`src/rtl/fp_widen_convert.sv`:
```
// IEEE-754 widening converter (default binary32 -> binary64) with valid/ready handshakes.
// Subnormal inputs are normalised one bit per cycle; results are exact, no rounding.
module fp_widen_convert #(
    parameter int IN_EXP  = 8,
    parameter int IN_MAN  = 23,
    parameter int OUT_EXP = 11,
    parameter int OUT_MAN = 52,
    parameter int CNT_W   = 5
) (
    input  logic                         clk,
    input  logic                         reset,
    input  logic                         in_valid,
    output logic                         in_ready,
    input  logic [IN_EXP+IN_MAN:0]       in_data,
    output logic                         out_valid,
    input  logic                         out_ready,
    output logic [OUT_EXP+OUT_MAN:0]     out_data,
    output logic                         nan_exception,
    output logic [1:0]                   dbg_state
);

    localparam int BIAS_IN  = (1 << (IN_EXP - 1)) - 1;
    localparam int BIAS_OUT = (1 << (OUT_EXP - 1)) - 1;
    localparam int PAD      = OUT_MAN - IN_MAN;
    localparam logic [OUT_EXP-1:0] NORM_OFF = OUT_EXP'(BIAS_OUT - BIAS_IN);
    localparam logic [OUT_EXP-1:0] SUB_BASE = OUT_EXP'(BIAS_OUT + 1 - BIAS_IN);
    localparam logic [IN_MAN-1:0]  QBIT     = {1'b1, {(IN_MAN-1){1'b0}}};

    // Handshake rule: a transfer happens on a rising edge where valid and ready are both 1;
    // a producer holding valid keeps its data stable until that edge.
    typedef enum logic [1:0] {S_IDLE, S_CHECK, S_NORM, S_OUTPUT} state_t;

    state_t                      state_q, state_d;
    logic                        sign_q, sign_d;
    logic [IN_EXP-1:0]           exp_q, exp_d;
    logic [IN_MAN-1:0]           frac_q, frac_d;
    logic [CNT_W-1:0]            cnt_q, cnt_d;
    logic [OUT_EXP+OUT_MAN:0]    out_data_q, out_data_d;
    logic                        out_valid_q, out_valid_d;
    logic                        nan_q, nan_d;
    logic [OUT_MAN-1:0]          frac_wide;

    always_comb begin
        state_d     = state_q;
        sign_d      = sign_q;
        exp_d       = exp_q;
        frac_d      = frac_q;
        cnt_d       = cnt_q;
        out_data_d  = out_data_q;
        out_valid_d = out_valid_q;
        nan_d       = nan_q;
        frac_wide   = '0;
        case (state_q)
            S_IDLE: begin
                if (in_valid) begin
                    sign_d  = in_data[IN_EXP+IN_MAN];
                    exp_d   = in_data[IN_MAN +: IN_EXP];
                    frac_d  = in_data[IN_MAN-1:0];
                    state_d = S_CHECK;
                end
            end
            S_CHECK: begin
                state_d = S_OUTPUT;
                if (exp_q == '1) begin
                    // NaNs are quieted by forcing the fraction MSB; payload is kept.
                    frac_wide  = (frac_q == '0) ? '0 : (OUT_MAN'(frac_q | QBIT) << PAD);
                    out_data_d = {sign_q, {OUT_EXP{1'b1}}, frac_wide};
                    nan_d      = (frac_q != '0) && !frac_q[IN_MAN-1];
                end else if (exp_q == '0) begin
                    if (frac_q == '0) begin
                        out_data_d = {sign_q, {(OUT_EXP+OUT_MAN){1'b0}}};
                    end else begin
                        cnt_d   = '0;
                        state_d = S_NORM;
                    end
                end else begin
                    frac_wide  = OUT_MAN'(frac_q) << PAD;
                    out_data_d = {sign_q, OUT_EXP'(exp_q) + NORM_OFF, frac_wide};
                end
            end
            S_NORM: begin
                frac_d = frac_q << 1;
                cnt_d  = cnt_q + 1'b1;
                // The bit leaving the MSB is the implicit leading one.
                if (frac_q[IN_MAN-1]) begin
                    frac_wide  = OUT_MAN'(frac_d) << PAD;
                    out_data_d = {sign_q, SUB_BASE - OUT_EXP'(cnt_d), frac_wide};
                    state_d    = S_OUTPUT;
                end
            end
            S_OUTPUT: begin
                if (!out_valid_q) begin
                    out_valid_d = 1'b1;
                end else if (out_ready) begin
                    out_valid_d = 1'b0;
                    nan_d       = 1'b0;
                    state_d     = S_IDLE;
                end
            end
            default: state_d = S_IDLE;
        endcase
    end

    always_ff @(posedge clk or negedge reset) begin
        if (!reset) begin
            state_q     <= S_IDLE;
            sign_q      <= 1'b0;
            exp_q       <= '0;
            frac_q      <= '0;
            cnt_q       <= '0;
            out_data_q  <= '0;
            out_valid_q <= 1'b0;
            nan_q       <= 1'b0;
        end else begin
            state_q     <= state_d;
            sign_q      <= sign_d;
            exp_q       <= exp_d;
            frac_q      <= frac_d;
            cnt_q       <= cnt_d;
            out_data_q  <= out_data_d;
            out_valid_q <= out_valid_d;
            nan_q       <= nan_d;
        end
    end

    assign in_ready      = (state_q == S_IDLE);
    assign out_valid     = out_valid_q;
    assign out_data      = out_data_q;
    assign nan_exception = nan_q;
    assign dbg_state     = state_q;

endmodule

```
`config.mk`:
```
export PLATFORM = sky130hd
export DESIGN_NAME = fp_widen_convert
export DESIGN_NICKNAME = d
export VERILOG_FILES = /design/src/rtl/fp_widen_convert.sv
export SDC_FILE = /design/constraint.sdc
export NUM_CORES = 1
export LEC_CHECK = 0
export CELL_PAD_IN_SITES_DETAIL_PLACEMENT = 0
export CELL_PAD_IN_SITES_GLOBAL_PLACEMENT = 2
export CORE_MARGIN = 8
export CORE_UTILIZATION = 32
export DETAILED_ROUTE_END_ITERATION = 6
export PLACE_DENSITY = 0.87
export SLEW_MARGIN = 0
export SYNTH_ARGS = -nofsm -noshare
export SYNTH_HDL_FRONTEND = slang
export SYNTH_SLANG_ARGS = --single-unit
```
`constraint.sdc`:
```
create_clock -name clk -period 3.69 [get_ports clk]
set_clock_uncertainty 0.05 [all_clocks]
set_input_delay 0.369 -clock clk [delete_from_list [all_inputs] [get_ports clk]]
set_output_delay 0.369 -clock clk [all_outputs]
set_load 0.1 [all_outputs]
```
==> reports/metrics.yaml, run 1 <==
run_status:
  status: "completed"
setup_path:
  required_ns: 3.84
  startpoint_type: "register"
  crit_arrival_ns: 2.58
  end_kind: "register"
  cp_max_fo: 23
  worstSetupPathType: "register to register"
place:
  post-dp-hpwl_um: 7123
  place.port_buffers: 75
  gp_congestion: 0.7450
clock_network:
  cts_resized: 0
  path_clk_slew_ns: 0.06
  postCtsHoldBufs: 0
  clk_latency_ns: 0.33
  clockBufferDepth: 2
  htreeDepth: 3
  cts_tree: "built"
  cts_buffers: 9
  post_cts_buffers: 0
  clock_sinks: 75
  clock-root-buffer: "clkbuf_16"
worst_hold_path:
  hp-class: "input port to async pin"
floorplanning:
  die_w_um: 126.0
  fp.dieH_um: 126.0
  core-area_um2: 11910
  start_util_pct: 32.52
  die-area_um2: 15880
  rows: 40
  ioPinCount: 105
routing:
  via_per_inst: 5.038
  vias: 3013
  wire_per_inst_um: 17.04
  firstDrtPassIters: 4
  routed_wl_um: 10190
  ant_nets: 0
  drt_iter0_markers: 226
  drc_errors: 0
synthesis:
  synth-edff-count: 0
  synthCells: 384
  synthMostInstantiatedCell: "dfrtp_1"
  ys.warnings.count: 0
  synthTopCellsByCount: "dfrtp_1 (75), a21oi_1 (56), buf_4 (34)"
  syn_area_um2: 3874
  synth_seq_cells: 75
  synth_flop_cell: "dfrtp_1"
  synth_area_per_cell_um2: 10.09
  yosysSeqAreaShare_pct: 48.45
  async_flop_share_pct: 100.0
  yosys.area.top_type: "dfrtp_1"
  ys_types: 39
  synth.top_cell.area_share_pct: 48.45
  synth_top_cells_by_area: "dfrtp_1 (48%), a21oi_1 (7.2%), mux2i_1 (7.2%)"
timing:
  tightest_slew_ns: 1.033
  setup_viol: 0
  setup_tns_ns: 0
  finalHoldViolations: 0
  drv_slew: 0
  grt_setup_unrepaired: "false"
  relSlewSlack_pct: 29.64
  layout_worst_path_cycle_share_pct: 65.75
  fin_crit_ns: 2.426
  max_freq_mhz: 412.1
global_routing:
  antenna_found_initial: 0
  grt_pass1_wl_um: 16770
  grt-ovfl-total: 0
  grt_start_max_net_pins: 76
  first_global_vias: 3085
  grt_use_total_pct: 13.08
cells_and_area:
  diodes: 0
  drive_above_1_share_pct: 7.095
  fin_nets: 490
  syn_to_final_growth_pct: 27.33
flow_run:
  maxCapViolCount: 0
layout by cell type (no fill, tap or decap), types with 5 or more instances in the layout:
cell type / count
ha_1: 5
mux2i_1: 27
nor2b_1: 5
nor4_1: 9
a22oi_1: 22
inv_1: 9
conb_1: 29
nand2_1: 30
clkbuf_16: 9
dfrtp_1: 75
buf_4: 6
mux2_2: 9
clkdlybuf4s50_1: 73
o21ai_0: 28
a21oi_1: 56
nor2_1: 5
state kept, by name, summed over array words and instances, names as in the netlist:
name and cells:
dbg_state 2, nan_exception 1, sign_q 1, cnt_q 5
frac_q 23, exp_q 8, out_data 34, out_valid 1
final cells by class:
cell class / instances / area, um^2
fill: 1187 / 6979
sequential: 75 / 1877
multi-input combinational: 274 / 1745
timing repair buffer: 79 / 775.7
clock buffer: 12 / 256.5
tap: 147 / 183.9
clock inverter: 2 / 60.06
inverter: 9 / 33.78
worst max-delay path: stages, from the launching register on:
cell	delay [ns]
dfrtp_1	0.42
nor4_1	0.32
nand4_1	0.24
o211ai_1	0.26
and2_1	0.48
buf_4	0.39
a21oi_1	0.12
logic make-up (layout without fill, tap and decap cells):
family                   Yosys count  in the layout  share of synthesized area (%)
adder cells (fa/ha/maj)            6              6                          1.938
buffers and inverters             63            102                          9.657
other                              1             29                        0.09681
multiplexers                      40             40                          10.72
flip-flops                        75             75                          48.45
XOR/XNOR                           6              6                          1.357
AO/OA/AOI/OAI                    127            127                          19.25
AND/OR/NAND/NOR                   66             66                          8.527
path summary, 6_finish.rpt:
path                                    from            to  slack [ns]  cells past startpoint
worst min register to register  out_data[63]  out_data[63]        0.44                      1
worst max register to register    frac_q[11]  out_data[37]        1.26                      6
max in group asynchronous              reset  out_data[51]        2.82                      1
worst min-delay path                   reset      exp_q[7]        0.13                      1
min in group clk                out_data[63]  out_data[63]        0.44                      1
worst max-delay path              frac_q[11]  out_data[37]        1.26                      6
per-layer routing:
metal / part of all wire (%) / GRT usage (%)
met1: 46 / 16.70
met5: 0 / 0
met3: 5.1 / 4.473
met2: 48 / 20.87
met4: 0.90 / 2.972
per-stage QoR:
step | hold slack (ns) | worst slack (ns) | utilization [%] | cell area, um^2 | std cells
finish | 0.1260 | 1.264 | 41.41 | 4932 | 598
global route | 0.2362 | 1.035 | 41.41 | 4932 | 598
CTS | 0.1840 | 1.267 | 41.41 | 4932 | 598
detailed placement | 0.4326 | 1.252 | 38.75 | 4616 | 584
global placement | 0.4316 | 1.294 | 38.75 | 4616 | 584
floorplan | 0.02341 | 0.6128 | - | 3979 | 412
Power of run 1 is left out: the tool's default activity adds up to more than one toggle a clock period on the data nets, which glitch-free logic cannot reach.
==> run 2: changes to the inputs <==
--- a/config.mk
+++ b/config.mk
@@ -8,9 +8,9 @@
 export CELL_PAD_IN_SITES_DETAIL_PLACEMENT = 0
 export CELL_PAD_IN_SITES_GLOBAL_PLACEMENT = 2
 export CORE_MARGIN = 8
-export CORE_UTILIZATION = 32
+export CORE_UTILIZATION = 27
 export DETAILED_ROUTE_END_ITERATION = 6
-export PLACE_DENSITY = 0.87
+export PLACE_DENSITY = 0.78
 export SLEW_MARGIN = 0
 export SYNTH_ARGS = -nofsm -noshare
 export SYNTH_HDL_FRONTEND = slang
==> constraint.sdc (replaced) <==
create_clock -name clk -period 2.18 [get_ports clk]
set_clock_uncertainty 0.05 [all_clocks]
set_input_delay 0.218 -clock clk [delete_from_list [all_inputs] [get_ports clk]]
set_output_delay 0.218 -clock clk [all_outputs]
set_load 0.1 [all_outputs]
==> run 2 against run 1 <==
First-iteration DRC count shrank 18%. Flip-flop and latch count is the same. Register-to-register slack lost 1.1 ns. Critical path depth shrank 1.
==> reports/metrics.yaml, run 2 (synthesized netlist as in run 1, its figures left out) <==
setup_path:
  cp_max_fo: 7  # -70%
  cp_cell_sequence: "nor3_1 > nand4_1 > o211ai_1 > and2_4 > mux2_1"
  required_ns: 2.35  # -1.49 ns
  max_stage_delay_ns: 0.43  # -0.05 ns
  startpoint_type: "register"
  crit_arrival_ns: 2.19  # -0.39 ns
  end_kind: "register"
  worstSetupPathType: "register to register"
  crit_slowest_cell: "dfrtp_1"
floorplanning:
  die-area_um2: 18440  # +16%
  rows: 43  # +7.5%
  die_w_um: 135.8  # +7.7%
  core-area_um2: 13930  # +17%
  ioPinCount: 105  # unchanged
  fp.dieH_um: 135.8  # +7.7%
  start_util_pct: 27.80  # -4.7 points
global_routing:
  antenna_found_initial: 0  # unchanged
  grt-ovfl-total: 0  # unchanged
  grt_pass1_wl_um: 17510  # +4.4%
  first_global_vias: 3185  # +3.2%
  grt_start_max_net_pins: 61  # -20%
  grt_use_total_pct: 12.19  # -0.89 points
routing:
  wire_per_inst_um: 17.06  # +0.12%
  drt_iter0_markers: 185  # -18%
  drc_errors: 0  # unchanged
  firstDrtPassIters: 4  # unchanged
  routed_wl_um: 11040  # +8.3%
  via_per_inst: 4.779  # -5.2%
  ant_nets: 0  # unchanged
  vias: 3092  # +2.6%
flow_run:
  maxCapViolCount: 0  # unchanged
clock_network:
  clock-root-buffer: "clkbuf_16"
  clk_latency_ns: 0.34  # about the same
  clock_sinks: 75  # unchanged
  post_cts_buffers: 0  # unchanged
  cts_tree: "built"
  clockBufferDepth: 2  # unchanged
  path_clk_slew_ns: 0.06  # about the same
  htreeDepth: 3  # unchanged
  cts_buffers: 9  # unchanged
place:
  post-dp-hpwl_um: 7882  # +11%
  gp_congestion: 0.7453  # about the same
  place.port_buffers: 75  # unchanged
cells_and_area:
  final_common_cell: "dfrtp_1"
  largest_register_ffs: 34  # unchanged
  fin_nets: 504  # +2.9%
  drive_above_1_share_pct: 19.49  # +12 points
  final_cell_mix: "dfrtp_1 (73), a21oi_1 (56), buf_4 (54)"
  syn_to_final_growth_pct: 31.10
  diodes: 0  # unchanged
timing:
  grt_setup_unrepaired: "false"
  setup_tns_ns: 0  # unchanged
  relSlewSlack_pct: 48.14  # +18 points
  layout_worst_path_cycle_share_pct: 93.05  # +27 points
  tightest_slew_ns: 0.7779  # -0.2554 ns
  drv_slew: 0  # unchanged
  fin_crit_ns: 2.028  # -0.3979 ns
  finalHoldViolations: 0  # unchanged
  max_freq_mhz: 493.0  # +20%
  setup_viol: 0  # unchanged
worst_hold_path:
  hp-class: "input port to register"
run_status:
  status: "completed"
==> run 2: cell types whose count changed in the layout (fill, tap and decap cells not counted), moves of 2 or more <==
| cell | delta |
|---|---|
| buf_12 | +3 |
| buf_4 | +48 |
| clkbuf_8 | -2 |
| clkdlybuf4s50_1 | -39 |
| dfrtp_4 | +2 |
| dfrtp_1 | -2 |
==> run 2: cell type report <==
type	instances	area (um^2)
Sequential cell	75	1884
Timing Repair Buffer	93	827.0
Multi-Input combinational cell	274	1767
Tap cell	180	225.2
Fill cell	1420	8856
Clock inverter	6	112.6
Inverter	9	33.78
Clock buffer	10	229.0
==> run 2: stage by stage <==
| stage | hold slack, ns | worst slack (ns) | utilization, % | cell area, um^2 | instances |
|---|---|---|---|---|---|
| 2_1_floorplan | -0.1276 | 0.02860 | - | 4020 | 412 |
| 3_3_place_gp | 0.3017 | 0.09059 | 33.83 | 4715 | 630 |
| 3_5_place_dp | 0.3070 | 0.06825 | 33.83 | 4715 | 630 |
| 4_1_cts | 0.4321 | 0.04876 | 36.36 | 5066 | 647 |
| 5_1_grt | 0.4488 | 0.01335 | 36.45 | 5079 | 647 |
| 6_report | 0.4372 | 0.1515 | 36.45 | 5079 | 647 |
==> run 2: final timing paths <==
check / from / to / slack [ns] / depth (start not counted)
max in group asynchronous: reset / frac_q[8] / 0.98 / 3
max reg2reg: frac_q[12] / out_data[55] / 0.15 / 5
min: in_data[30] / exp_q[7] / 0.44 / 2
min reg2reg: out_data[63] / out_data[63] / 0.44 / 1
min in group asynchronous: reset / out_valid / 0.45 / 2
max: frac_q[12] / out_data[55] / 0.15 / 5
==> run 2: timing repair <==
action	4_1_cts	5_1_grt
resized for setup	0	4
hold buffers	1	0
setup endpoints to repair	0	34
endpoints found under the hold margin	58	0
==> run 2: routing by layer <==
metal	routed length [um]	up-vias	global-route usage (%)
met5	0	-	0
met1	4988	1506	15.04
met3	621	15	3.746
li1	-	1486	-
met2	5243	85	19.55
met4	187	0	4.503
==> run 2: worst max-delay path: cells and delay by family, from the launching register on <==
family             cells  cell delay, ns
DFF                    1            0.43
and+or+nand+nor        3            0.79
muxes                  1            0.33
AOI/OAI and AO/OA      1            0.30
Power of run 2 is left out for the same reason.
